<file path="src/rtl/cdf_fetch_stream.sv">
// cdf_fetch_stream: histogram bank fetch with tag check, credit-limited read pipe and output FIFO
//
// Ports:
//   clock, reset_n     clock and asynchronous active-low reset
//   start_i, abort_i   run request (honoured in IDLE only) and synchronous flush
//   bank_sel_i         bank captured on an accepted start
//   rd_en_o, rd_addr_o memory read strobe and address (address is 0 when idle)
//   rd_bus_i           {tag, data} returned RD_LAT cycles after rd_en_o
//   out_valid_o, out_ready_i, out_data_o, out_addr_o   ready/valid output stream
//   busy_o, done_o, tag_err_o  run status, completion pulse, sticky tag error
//
// Optional feature macro: CDF_FETCH_TAG_CHECK_EN enables the tag check; without it
// the tag bits are ignored and tag_err_o stays 0.
module cdf_fetch_stream #(
    parameter int                DATA_W  = 20,
    parameter int                TAG_W   = 16,
    parameter logic [TAG_W-1:0]  TAG_VAL = 16'hAAAA,
    parameter int                ADDR_W  = 16,
    parameter int                BINS    = 256,
    parameter int                BANK_W  = 1,
    parameter int                RD_LAT  = 1
) (
    input  logic                    clock,
    input  logic                    reset_n,
    input  logic                    start_i,
    input  logic                    abort_i,
    input  logic [BANK_W-1:0]       bank_sel_i,
    output logic                    rd_en_o,
    output logic [ADDR_W-1:0]       rd_addr_o,
    input  logic [TAG_W+DATA_W-1:0] rd_bus_i,
    output logic                    out_valid_o,
    input  logic                    out_ready_i,
    output logic [DATA_W-1:0]       out_data_o,
    output logic [ADDR_W-1:0]       out_addr_o,
    output logic                    busy_o,
    output logic                    done_o,
    output logic                    tag_err_o
);
    localparam int DEPTH = RD_LAT + 2;
    localparam int IW    = $clog2(BINS + 1);
    localparam int PW    = $clog2(DEPTH);
    localparam int CW    = $clog2(DEPTH + 1);

    typedef enum logic [1:0] {IDLE, FETCH, DRAIN, DONE} state_t;

    state_t              state_q, state_d;
    logic                rd_en_q, rd_en_d, busy_q, busy_d, done_q, done_d, tag_err_q, tag_err_d;
    logic [ADDR_W-1:0]   rd_addr_q, rd_addr_d, base_q, base_d;
    logic [IW-1:0]       idx_q, idx_d;
    logic [RD_LAT-1:0]   pv_q;
    logic [ADDR_W-1:0]   pa_q [RD_LAT];
    logic [DATA_W-1:0]   fd_q [DEPTH];
    logic [ADDR_W-1:0]   fa_q [DEPTH];
    logic [PW-1:0]       wp_q, rp_q;
    logic [CW-1:0]       cnt_q, cnt_d;
    logic                push, pop, credit, bad;
    logic [DATA_W-1:0]   push_data;
    logic [ADDR_W-1:0]   bank_base;
    int                  inflight;

    function automatic logic [PW-1:0] nxt(input logic [PW-1:0] p);
        return p == PW'(DEPTH - 1) ? '0 : p + 1'b1;
    endfunction

`ifdef CDF_FETCH_TAG_CHECK_EN
    assign bad = rd_bus_i[TAG_W+DATA_W-1:DATA_W] != TAG_VAL;
`else
    logic unused_tag;
    assign bad        = 1'b0;
    assign unused_tag = ^{rd_bus_i[TAG_W+DATA_W-1:DATA_W], TAG_VAL};
`endif

    assign bank_base = {bank_sel_i, {(ADDR_W-BANK_W){1'b0}}};
    assign push      = pv_q[RD_LAT-1];
    assign pop       = (cnt_q != '0) && out_ready_i;
    assign push_data = bad ? '0 : rd_bus_i[DATA_W-1:0];

    always_comb begin
        inflight = 0;
        for (int i = 0; i < RD_LAT; i++) inflight += int'(pv_q[i]);
        // Everything already committed after the coming edge must leave room for one more read.
        credit    = inflight + int'(rd_en_q) + int'(cnt_q) - int'(pop) < DEPTH;
        cnt_d     = cnt_q + CW'(push) - CW'(pop);
        state_d   = state_q;
        rd_en_d   = 1'b0;
        rd_addr_d = '0;
        base_d    = base_q;
        idx_d     = idx_q;
        done_d    = 1'b0;
        tag_err_d = tag_err_q | (push & bad);
        case (state_q)
            IDLE: if (start_i) begin
                state_d   = FETCH;
                base_d    = bank_base;
                rd_en_d   = 1'b1;
                rd_addr_d = bank_base;
                idx_d     = IW'(1);
                tag_err_d = 1'b0;
            end
            FETCH: if (idx_q == IW'(BINS)) state_d = DRAIN;
            else if (credit) begin
                rd_en_d   = 1'b1;
                rd_addr_d = base_q + ADDR_W'(idx_q);
                idx_d     = idx_q + 1'b1;
            end
            // Look at next-cycle occupancy so done lands right after the last pop.
            DRAIN: if (cnt_d == '0 && inflight - int'(push) == 0) begin
                state_d = DONE;
                done_d  = 1'b1;
            end
            default: state_d = IDLE;
        endcase
        if (abort_i) begin
            state_d   = IDLE;
            rd_en_d   = 1'b0;
            rd_addr_d = '0;
            idx_d     = '0;
            done_d    = 1'b0;
            tag_err_d = tag_err_q;
        end
        busy_d = state_d == FETCH || state_d == DRAIN;
    end

    always_ff @(posedge clock or negedge reset_n) begin
        if (!reset_n) begin
            state_q   <= IDLE;
            rd_en_q   <= 1'b0;
            rd_addr_q <= '0;
            base_q    <= '0;
            idx_q     <= '0;
            busy_q    <= 1'b0;
            done_q    <= 1'b0;
            tag_err_q <= 1'b0;
            pv_q      <= '0;
            wp_q      <= '0;
            rp_q      <= '0;
            cnt_q     <= '0;
            for (int i = 0; i < RD_LAT; i++) pa_q[i] <= '0;
            for (int i = 0; i < DEPTH; i++) begin
                fd_q[i] <= '0;
                fa_q[i] <= '0;
            end
        end else begin
            state_q   <= state_d;
            rd_en_q   <= rd_en_d;
            rd_addr_q <= rd_addr_d;
            base_q    <= base_d;
            idx_q     <= idx_d;
            busy_q    <= busy_d;
            done_q    <= done_d;
            tag_err_q <= tag_err_d;
            pa_q[0]   <= rd_addr_q;
            for (int i = 1; i < RD_LAT; i++) pa_q[i] <= pa_q[i-1];
            if (abort_i) begin
                pv_q  <= '0;
                wp_q  <= '0;
                rp_q  <= '0;
                cnt_q <= '0;
            end else begin
                pv_q  <= RD_LAT'({pv_q, rd_en_q});
                cnt_q <= cnt_d;
                if (push) begin
                    fd_q[wp_q] <= push_data;
                    fa_q[wp_q] <= pa_q[RD_LAT-1];
                    wp_q       <= nxt(wp_q);
                end
                if (pop) rp_q <= nxt(rp_q);
            end
        end
    end

    assign rd_en_o     = rd_en_q;
    assign rd_addr_o   = rd_addr_q;
    assign out_valid_o = cnt_q != '0;
    assign out_data_o  = fd_q[rp_q];
    assign out_addr_o  = fa_q[rp_q];
    assign busy_o      = busy_q;
    assign done_o      = done_q;
    assign tag_err_o   = tag_err_q;
endmodule
</file>
<file path="config.mk">
export PLATFORM = sky130hd
export DESIGN_NAME = cdf_fetch_stream
export DESIGN_NICKNAME = d
export VERILOG_FILES = /design/src/rtl/cdf_fetch_stream.sv
export SDC_FILE = /design/constraint.sdc
export NUM_CORES = 1
export LEC_CHECK = 0
export BUFFER_PORTS_ARGS = -buffer_cell sky130_fd_sc_hd__buf_4
export CAP_MARGIN = 20
export CORE_AREA = 8 8 155 157
export DETAILED_ROUTE_END_ITERATION = 12
export DIE_AREA = 0 0 163 165
export GPL_ROUTABILITY_DRIVEN = 0
export PLACE_DENSITY_LB_ADDON = 0.25
export REMOVE_ABC_BUFFERS = 1
export SYNTH_ARGS = -nofsm -noshare
export SYNTH_HDL_FRONTEND = slang
export SYNTH_SLANG_ARGS = --single-unit
</file>
<file path="constraint.sdc">
create_clock -name clock -period 7.45 [get_ports clock]
set_input_delay 0.3725 -clock clock [delete_from_list [all_inputs] [get_ports clock]]
set_output_delay 0.3725 -clock clock [all_outputs]
set_load 0.03 [all_outputs]
</file>
# After elaboration in Yosys (flattened, before gate mapping)
# Index checks and enable logic that the tools add are counted.
# W data, S select, Z words.
# op_classes
addsub,10
n_lt_le_gt_ge,4
n_eq_ne,10
muxes,43
bitwise_logic,3
n_reduce_logical,14
# op_table
op,count
$mux W16,7
$bwmux W60,1
$mux W20,3
$bwmux W48,1
$bmux W20 S2,1
$demux W20 S2,1
$mux W9,4
$bmux W16 S2,1
$demux W16 S2,1
$logic_not A32 Y1,1
$pmux W16 S2,1
$mux W2,11
$pmux W9 S2,1
$add A16 B9 Y16,1
$add A9 B1 Y9 const B,1
$eq A9 B9 Y1 const B,1
$ne A3 B3 Y1 const B,3
$eq A2 B2 Y1 const B,4
$mux W1,8
$ge A3 B3 Y1 const B,2
$not A2 Y3,2
$pmux W2 S3,1
$reduce_bool A2 Y1,3
$add A2 B1 Y2 const B,2
17 further kinds,22
# word_totals
regBits,162
in_bits,42
output_inout_bits,57
elab_cells,102

# Longest topological paths before layout
# Gate-level depths: netlist of the first run.
# logic_depth
ltp_word,10
mapped_depth,12
mapped_depth_nobuf,11

# Worst setup path after synthesis of the first run
# No wires, ideal clock.
# synth_timing
path_type,flip-flop to flip-flop
startpoint,register cnt_q[1]
endpoint,register idx_q[4]
setup_time_ns,0.071
arrival_time_ns,2.971
required_time_ns,7.379
slack_ns,4.408
stages_incl_launch_ff,13
path_buffers,1
period_less_slack_ns,3.042
path_cell_list,dfrtp_1 or2_2 nand2_1 inv_1 ha_1 fa_1 fa_1 xor2_1 o2bb2ai_2 and3_4 buf_6 a21oi_1 nor2_1
# synth_via
elab_chain_cells,6
elab_cells_between_ends,7
classes_between,2 x add/sub; 1 x order compare; 1 x eq/ne; 3 x reduce/logical
# synth_lines
item,line_no,source
"start, declared",55,"logic [CW-1:0] cnt_q, cnt_d;"
"start signal, assigned",161,cnt_q <= cnt_d;
$reduce_bool A2 Y1,n/a,
net out_valid_o,31,"output logic out_valid_o,"
$logic_and A1 B1 Y1,75,assign pop = (cnt_q != '0) && out_ready_i;
$sub A3 B1 Y4,82,credit = inflight + int'(rd_en_q) + int'(cnt_q) - int'(pop) < DEPTH;
$lt A4 B3 Y1,82,
$ne A3 B3 Y1 (no source line),n/a,
$reduce_and A4 Y1 (no source line),n/a,
"end signal, assigned",148,idx_q <= idx_d;
"end, declared",49,"logic [IW-1:0] idx_q, idx_d;"
# The timed path passes the listed nets, and every way through them passes these cells.
# A chain may end at the register's enable or synchronous reset.

# Worst setup path in the final report of the first run
# layout_timing
startpoint,register cnt_q[1]
endpoint,register idx_q[8]
# layout_via
elab_chain_cells,6
elab_cells_between_ends,7
classes_between,2 x add/sub; 1 x order compare; 1 x eq/ne; 3 x reduce/logical
# layout_lines
item,line_no
"parallel branches: the longest is 2 deep, another holds $add A2 B2 Y3",n/a
$sub A3 B1 Y4 *,82
$lt A4 B3 Y1 *,82
$ne A3 B3 Y1 (no source line) *,n/a
$reduce_and A4 Y1 (no source line) *,n/a
# Mark *: on every way between the ends.

==> results of run 1 <==
-- layer usage --
| metal | share of wire | GRT usage | wire length (um) |
|---|---|---|---|
| met4 | 0.014 | 0.0392 | 192 |
| met5 | 0 | 0 | 0 |
| met1 | 0.45 | 0.132 | 6130 |
| met3 | 0.059 | 0.0351 | 799 |
| met2 | 0.47 | 0.173 | 6370 |
-- report_power, final --
| group | switching (mW) | internal (mW) | total, mW |
|---|---|---|---|
| Sequential | 0.0684 | 0.827 | 0.896 |
| Combinational | 0.399 | 0.282 | 0.681 |
| Clock | 0.294 | 0.509 | 0.803 |
| Total | 0.761 | 1.62 | 2.38 |
-- worst paths after layout --
kind | from | to | slack, ns | cells past startpoint
max in group asynchronous | reset_n | fa_q[34]$_DFFE_PN0P_ | 5.86 | 4
setup reg to reg | cnt_q[1]$_DFF_PN0_ | idx_q[8]$_DFFE_PN0P_ | 4.19 | 11
min in group asynchronous | reset_n | busy_o$_DFF_PN0_ | 0.46 | 2
hold / removal | bank_sel_i | base_q[15]$_DFFE_PN0P_ | 0.20 | 3
hold reg to reg | rd_addr_o[8]$_DFF_PN0_ | pa_q[8]$_DFF_PN0_ | 0.40 | 0
setup / recovery | cnt_q[1]$_DFF_PN0_ | idx_q[8]$_DFFE_PN0P_ | 4.19 | 11
-- sequential cells by signal (all words and copies together) (netlist names), 2 cells and up --
signal and flops:
wp_q 2, rd_addr_o 10, rp_q 2, state_q 2, fd_q 60, fa_q 30, cnt_q 2, pa_q 10
idx_q 9
-- worst min-delay path, cell delays in order --
cell,delay (ns)
sky130_fd_sc_hd__buf_4,0.08
sky130_fd_sc_hd__nand2_1,0.05
sky130_fd_sc_hd__o21ai_0,0.07
-- metrics by stage --
stage	total power [mW]	util
floorplan	1.35	-
global placement	1.58	0.312
detailed placement	1.60	0.312
CTS	2.42	0.339
global route	2.52	0.341
finish	2.38	0.341
-- synthesized netlist by cell type (2+ instances only) --
| master | instances | share of area |
|---|---|---|
| sky130_fd_sc_hd__a21oi_1 | 10 | 0.0084 |
| sky130_fd_sc_hd__a31oi_1 | 3 | 0.0032 |
| sky130_fd_sc_hd__and2_1 | 8 | 0.0084 |
| sky130_fd_sc_hd__and3_1 | 2 | 0.0021 |
| sky130_fd_sc_hd__buf_2 | 10 | 0.0084 |
| sky130_fd_sc_hd__buf_4 | 16 | 0.020 |
| sky130_fd_sc_hd__clkbuf_1 | 8 | 0.0051 |
| sky130_fd_sc_hd__dfrtp_1 | 132 | 0.56 |
| sky130_fd_sc_hd__fa_1 | 2 | 0.0068 |
| sky130_fd_sc_hd__ha_1 | 7 | 0.015 |
| sky130_fd_sc_hd__inv_1 | 10 | 0.0063 |
| sky130_fd_sc_hd__mux2_1 | 6 | 0.011 |
| sky130_fd_sc_hd__mux2_2 | 84 | 0.16 |
| sky130_fd_sc_hd__mux2i_1 | 30 | 0.051 |
| sky130_fd_sc_hd__nand2_1 | 38 | 0.024 |
| sky130_fd_sc_hd__nand2b_1 | 4 | 0.0042 |
| sky130_fd_sc_hd__nand3_1 | 6 | 0.0051 |
| sky130_fd_sc_hd__nand3b_1 | 2 | 0.0025 |
| sky130_fd_sc_hd__nand4_1 | 3 | 0.0032 |
| sky130_fd_sc_hd__nor2_1 | 22 | 0.014 |
| sky130_fd_sc_hd__nor2b_1 | 3 | 0.0032 |
| sky130_fd_sc_hd__nor3_1 | 3 | 0.0025 |
| sky130_fd_sc_hd__nor3b_2 | 2 | 0.0042 |
| sky130_fd_sc_hd__o21ai_0 | 41 | 0.035 |
| sky130_fd_sc_hd__xnor2_1 | 2 | 0.0030 |
-- cell type report --
cell class              count  area (um2)
multi-input cells         310        2440
repair buffers             77         609
flip-flops and latches    132        3300
clock buffers              24         512
inverters                  10        37.5
well taps                 280         350
fillers                  2137       14200
clock inverters             6        70.1
-- cell families (layout without fill, tap and decap cells) --
kind of cell,count (synthesis),after routing,share of synthesized area
flip-flops,132,132,0.557
AND/OR/NAND/NOR,105,105,0.0946
XOR/XNOR,3,3,0.00443
AO/OA/AOI/OAI,60,60,0.0576
other,1,13,0.000633
adder cells (fa/ha/maj),9,9,0.0215
multiplexers,120,120,0.222
buffers and inverters,45,117,0.0420
==> summary.txt, run 1 <==
Status
  • Outcome: finished clean

Route
  • Post-route DRC: 0
  • Count of routing violations after the opening detailed-route iteration: approximately 130
  • Via count: around 3800
  • Number of routed nets with antenna violations: 0
  • Ratio of routed vias to standard cells: approximately 4.5
  • Count of TritonRoute iterations in the first routing pass: 4
  • Routed len/inst: between 15 and 20 um
  • Total routed wirelength: 13500 um

Place
  • Buffers on Ports: 69
  • Placed cell count: 806
  • Area after detailed placement: between 6000 and 7000 um2
  • DP Worst Slack: between 4 and 5 ns
  • HPWL after DPL: around 8600 um

Floorplan
  • Initial Util: 0.276
  • Overall die width: 163 um
  • Area of the core region: between 20000 and 25000 um2
  • Boundary Pins: just under 100
  • Height of the die: about 170 um
  • Rows: between 50 and 60
  • Die area: 26900 um2

Clock network
  • Num CTS Buffers: 17
  • Clock-pin slew reported for the worst setup and hold paths after clock tree synthesis: 0.06 ns
  • Master cell of the clock root buffer: sky130_fd_sc_hd__clkbuf_16
  • Setup bufs post-CTS: 0
  • TritonCTS Sinks: 132
  • Gates resized, CTS repair: 0
  • Maximum buffer depth of the clock tree: 2
  • CTS tree: done
  • Worst-skew pair later-pin latency: a little over 0.4 ns
  • Maximum level of the CTS H-tree: 4
  • Post-cts hold buffer count: 1

Yosys
  • Count of unique library cells instantiated by Yosys: between 40 and 50
  • Share of async-settable or async-resettable flops after synthesis: 1.00
  • Average instance area after synthesis: approximately 12 um2
  • Total of flip-flops plus latches after synthesis: 132
  • Most instantiated flip-flop cell in the synthesis netlist: sky130_fd_sc_hd__dfrtp_1
  • Sequential share of the synthesized area: 0.557
  • Synth Warn #: 0
  • Total standard cell area after synthesis: about 5900 um2
  • Cells after synthesis: approximately 480
  • Post-synth EDFFs: 0

STA
  • Final period util: 0.438
  • Final number of hold-violating endpoints: 0
  • Final-layout setup total negative slack: 0 ns
  • Max Fclk: between 300 and 400 MHz
  • Slew at the pin with the worst max-slew slack: 0.933 ns
  • Post-layout minimum cycle time: 3.26 ns
  • Slack of the critical path: ~4.2 ns
  • Max-slew headroom at the worst pin: 0.376
  • Final clock skew: 0.00872 ns
  • RSZ-0062 raised after global routing: false
  • Min Hold Slack: around 0.20 ns
  • Final max-slew violation count: 0
  • Final setup violation count: 0

Global routing
  • Global-route wire length before repair: roughly 22000 um
  • Overflow after GRT: 0
  • Vias in the first global route: between 4000 and 5000
  • Combined global-route utilization of all metal layers: 0.107
  • Largest net degree at the start of global routing: just over 80
  • Initial antenna violation count: 0

Critical path
  • Critical path data required time: approximately 7.8 ns
  • Master of the slowest instance on the critical path: sky130_fd_sc_hd__dfrtp_1
  • Critical path's largest stage delay: 0.43 ns
  • CP top delay family: adder cells
  • Crit-path cells: or2_2 > nand2_1 > inv_1 > ha_1 > fa_1 > fa_1 > xor2_1 > o2bb2ai_2 > and3_4 > nand4_1 > o21ai_0
  • Signal arrival time at the worst endpoint: 3.59 ns
  • Highest fanout seen on the critical path: 13
  • Category of the worst setup path launch point: flop
  • Critical path type: flop to flop
  • Bufs and invs on worst path: 1
  • Sort of element at the end of the critical path: flop
  • Most numerous cell on the critical path: sky130_fd_sc_hd__fa_1

Run
  • Reported max-cap violation count: 0

Min path
  • Min-delay worst type: input pin to flop

Pwr
  • Worst vdd ir: 0.000175 V
  • Pwr dens: around 320 nW/um2
  • Cell leakage power: between 3 and 4 nW

Finish
  • Nets: between 500 and 600
  • Diodes inserted: 0
  • Most frequent cells in the layout: sky130_fd_sc_hd__dfrtp_1, sky130_fd_sc_hd__mux2_2, sky130_fd_sc_hd__buf_4, sky130_fd_sc_hd__o21ai_0, sky130_fd_sc_hd__nand2_1
  • Most common library cell in the layout ignoring fill and taps: sky130_fd_sc_hd__dfrtp_1
  • Post-Layout Cell Count: 839
  • Layout Cell Area excl Fill: 7330 um2
  • Fraction of layout instances using a drive strength above 1: 0.367
  • Area growth from synthesis to final layout: 23.7%
No activity file was read; power rests on OpenSTA's default activity.
==> inputs of run 2 (changes only) <==
Clock period 7.45 ns to 2.8 ns, I/O delays scaled along.
==> run 2 against run 1 <==
Compared with the run above: sequential power grew to 2.7 times the previous value; worst setup slack lost 4.1 ns; count of clock-buffer cells in the layout shrank 3; largest cell class unchanged; largest power group unchanged.
==> summary.txt, run 2 (synthesis results as in run 1) <==
Finish
  • Area growth from synthesis to final layout: 30.6%
  • Largest registers in the final layout: fd_q (60), fa_q (30)
  • Nets: 638 (+6.5%)
  • Register with the highest flop count: fd_q
  • Most common library cell in the layout ignoring fill and taps: sky130_fd_sc_hd__dfrtp_1
  • Diodes inserted: 0 (unchanged)
  • Most frequent cells in the layout: sky130_fd_sc_hd__dfrtp_1, sky130_fd_sc_hd__buf_4, sky130_fd_sc_hd__mux2_2, sky130_fd_sc_hd__nand2_1, sky130_fd_sc_hd__o21ai_0
  • Area of the multi-input gates: 2490 um2 (+1.9%)
  • Sequential Area: 3300 um2 (unchanged)
  • Number of flip-flops in the largest register: 60 (unchanged)
  • Layout Cell Area excl Fill: 7740 um2 (+5.6%)
  • Number of inserted filler cells in the final layout: 2134 (-0.14%)
  • Fraction of layout instances using a drive strength above 1: 0.392 (+0.0249)

Global routing
  • Combined global-route utilization of all metal layers: 0.111 (+0.00371)
  • Largest net degree at the start of global routing: 82 (unchanged)
  • Initial antenna violation count: 0 (unchanged)
  • Vias in the first global route: 4385 (+6.5%)
  • Global-route wire length before repair: 23100 um (+4.4%)
  • Overflow after GRT: 0 (unchanged)

Critical path
  • Signal arrival time at the worst endpoint: 3.01 ns (-0.58 ns)
  • Critical path type: flop to flop
  • Sort of element at the end of the critical path: flop
  • Highest fanout seen on the critical path: 7 (-6)
  • Category of the worst setup path launch point: flop
  • Critical path data required time: 3.09 ns (-4.69 ns)

Run
  • Reported max-cap violation count: 0 (unchanged)

Clock network
  • TritonCTS Sinks: 132 (unchanged)
  • Worst-skew pair later-pin latency: 0.41 ns (about the same)
  • Maximum level of the CTS H-tree: 4 (unchanged)
  • Clock-pin slew reported for the worst setup and hold paths after clock tree synthesis: 0.06 ns (about the same)
  • Master cell of the clock root buffer: sky130_fd_sc_hd__clkbuf_16
  • Num CTS Buffers: 17 (unchanged)
  • CTS tree: done
  • Maximum buffer depth of the clock tree: 2 (unchanged)

STA
  • Final number of hold-violating endpoints: 0 (unchanged)
  • Max Fclk: 369 MHz (+20%)
  • Final max-slew violation count: 0 (unchanged)
  • Max-slew headroom at the worst pin: 0.505 (+0.129)
  • Post-layout minimum cycle time: 2.71 ns (-0.553 ns)
  • Slew at the pin with the worst max-slew slack: 0.742 ns (-0.191 ns)
  • Slack of the critical path: 0.0887 ns (-4.10 ns)
  • Final setup violation count: 0 (unchanged)
  • Final clock skew: 0.00507 ns (-0.00365 ns)
  • Final period util: 0.968 (+0.530)

Pwr
  • Switching power: 2.14 mW (+180%)
  • Clock power frac: 0.343 (+0.005)
  • Switching Share: 0.319 (-0.00117)
  • Cell leakage power: 3.59 nW (+6.1%)
  • Pwr dens: 869 nW/um2 (+170%)
  • Sequential share of power: 0.357 (-0.019)
  • Combinational power share: 0.301 (+0.015)
  • Worst vdd ir: 0.000452 V (+160%)
  • Internal power consumption: 4.58 mW (+180%)

Min path
  • Min-delay worst type: input pin to flop

Floorplan
  • Overall die width: 163 um (unchanged)
  • Boundary Pins: 99 (unchanged)
  • Rows: 54 (unchanged)
  • Die area: 26900 um2 (unchanged)
  • Initial Util: 0.276 (unchanged)
  • Height of the die: 165 um (unchanged)
  • Area of the core region: 21500 um2 (unchanged)

Route
  • Count of TritonRoute iterations in the first routing pass: 6 (+2)
  • Routed len/inst: 16.0 um (-0.66%)
  • Number of routed nets with antenna violations: 0 (unchanged)
  • Ratio of routed vias to standard cells: 4.51 (+0.35%)
  • Count of routing violations after the opening detailed-route iteration: 129 (-1.5%)
  • Via count: 3965 (+5.3%)
  • Post-route DRC: 0 (unchanged)
  • Total routed wirelength: 14100 um (+4.2%)

Place
  • Buffers on Ports: 69 (unchanged)
  • HPWL after DPL: 9320 um (+8.9%)
  • DP Worst Slack: -0.185 ns (-4.38 ns)
  • Area after detailed placement: 6800 um2 (+1.6%)

Status
  • Outcome: finished clean
[run 2: repair_timing]
item                                   CTS  global route
setup endpoints to repair               20            14
endpoints found under the hold margin  140             0
hold buffers                            22             0
setup buffers                            2             4
pin swaps                                6             9
resized for setup                       12             9
[run 2: layout make-up]
class,count,area share
Sequential cell,132,0.427
Multi-Input combinational cell,310,0.322
Inverter,10,0.00517
Timing Repair Buffer,116,0.121
Tap cell,280,0.0453
Clock inverter,11,0.0194
Clock buffer,21,0.0608
[run 2: metrics by stage]
stage                     std cells  setup TNS [ns]  hold slack [ns]  total power [mW]  utilization
after floorplan                 452           -2.98           -0.156              3.59            -
after global placement          820          -0.232            0.214              4.28        0.317
after detailed placement        820           -1.49            0.238              4.35        0.317
after CTS                       876               0          0.00529              6.79        0.358
after global routing            880         -0.0238           0.0318              7.11        0.360
final                           880               0           0.0291              6.73        0.360
[run 2: final timing paths]
path / start / slack (ns) / cells after the start / to
min in group asynchronous: reset_n / 0.33 / 2 / done_o$_DFF_PN0_
min reg2reg: rd_addr_o[6]$_DFF_PN0_ / 0.39 / 0 / pa_q[6]$_DFF_PN0_
max in group asynchronous: reset_n / 1.56 / 3 / fd_q[17]$_DFFE_PN0P_
min: abort_i / 0.03 / 2 / state_q[1]$_DFF_PN0_
max reg2reg: cnt_q[0]$_DFF_PN0_ / 0.09 / 12 / idx_q[3]$_DFFE_PN0P_
max: cnt_q[0]$_DFF_PN0_ / 0.09 / 12 / idx_q[3]$_DFFE_PN0P_
[run 2: power by group through the flow]
stage          Sequential, mW  Clock (mW)  Combinational [mW]
6_report                 2.40        2.31                2.02
5_1_grt                  2.45        2.47                2.20
4_1_cts                  2.40        2.39                2.00
3_5_place_dp             2.44           0                1.91
3_3_place_gp             2.41           0                1.87
2_1_floorplan            2.41           0                1.18
[run 2: metal layers]
| metal | track usage | vias up | wire length (um) |
|---|---|---|---|
| met3 | 0.0366 | 11 | 665 |
| li1 | - | 1849 | - |
| met4 | 0.0350 | 0 | 139 |
| met1 | 0.136 | 2033 | 6440 |
| met2 | 0.182 | 72 | 6820 |
| met5 | 0 | - | 0 |
[run 2: worst max-delay path, cell delays in order, from the launching register on]
cell and delay (ns):
sky130_fd_sc_hd__dfrtp_1 0.37, sky130_fd_sc_hd__or2_4 0.26, sky130_fd_sc_hd__nand2_4 0.08, sky130_fd_sc_hd__inv_4 0.04
sky130_fd_sc_hd__ha_4 0.20, sky130_fd_sc_hd__fa_2 0.35, sky130_fd_sc_hd__fa_2 0.55, sky130_fd_sc_hd__nor2_2 0.04
sky130_fd_sc_hd__o2bb2ai_2 0.16, sky130_fd_sc_hd__buf_6 0.14, sky130_fd_sc_hd__a31oi_4 0.14, sky130_fd_sc_hd__o21ai_2 0.18
sky130_fd_sc_hd__o31ai_2 0.07
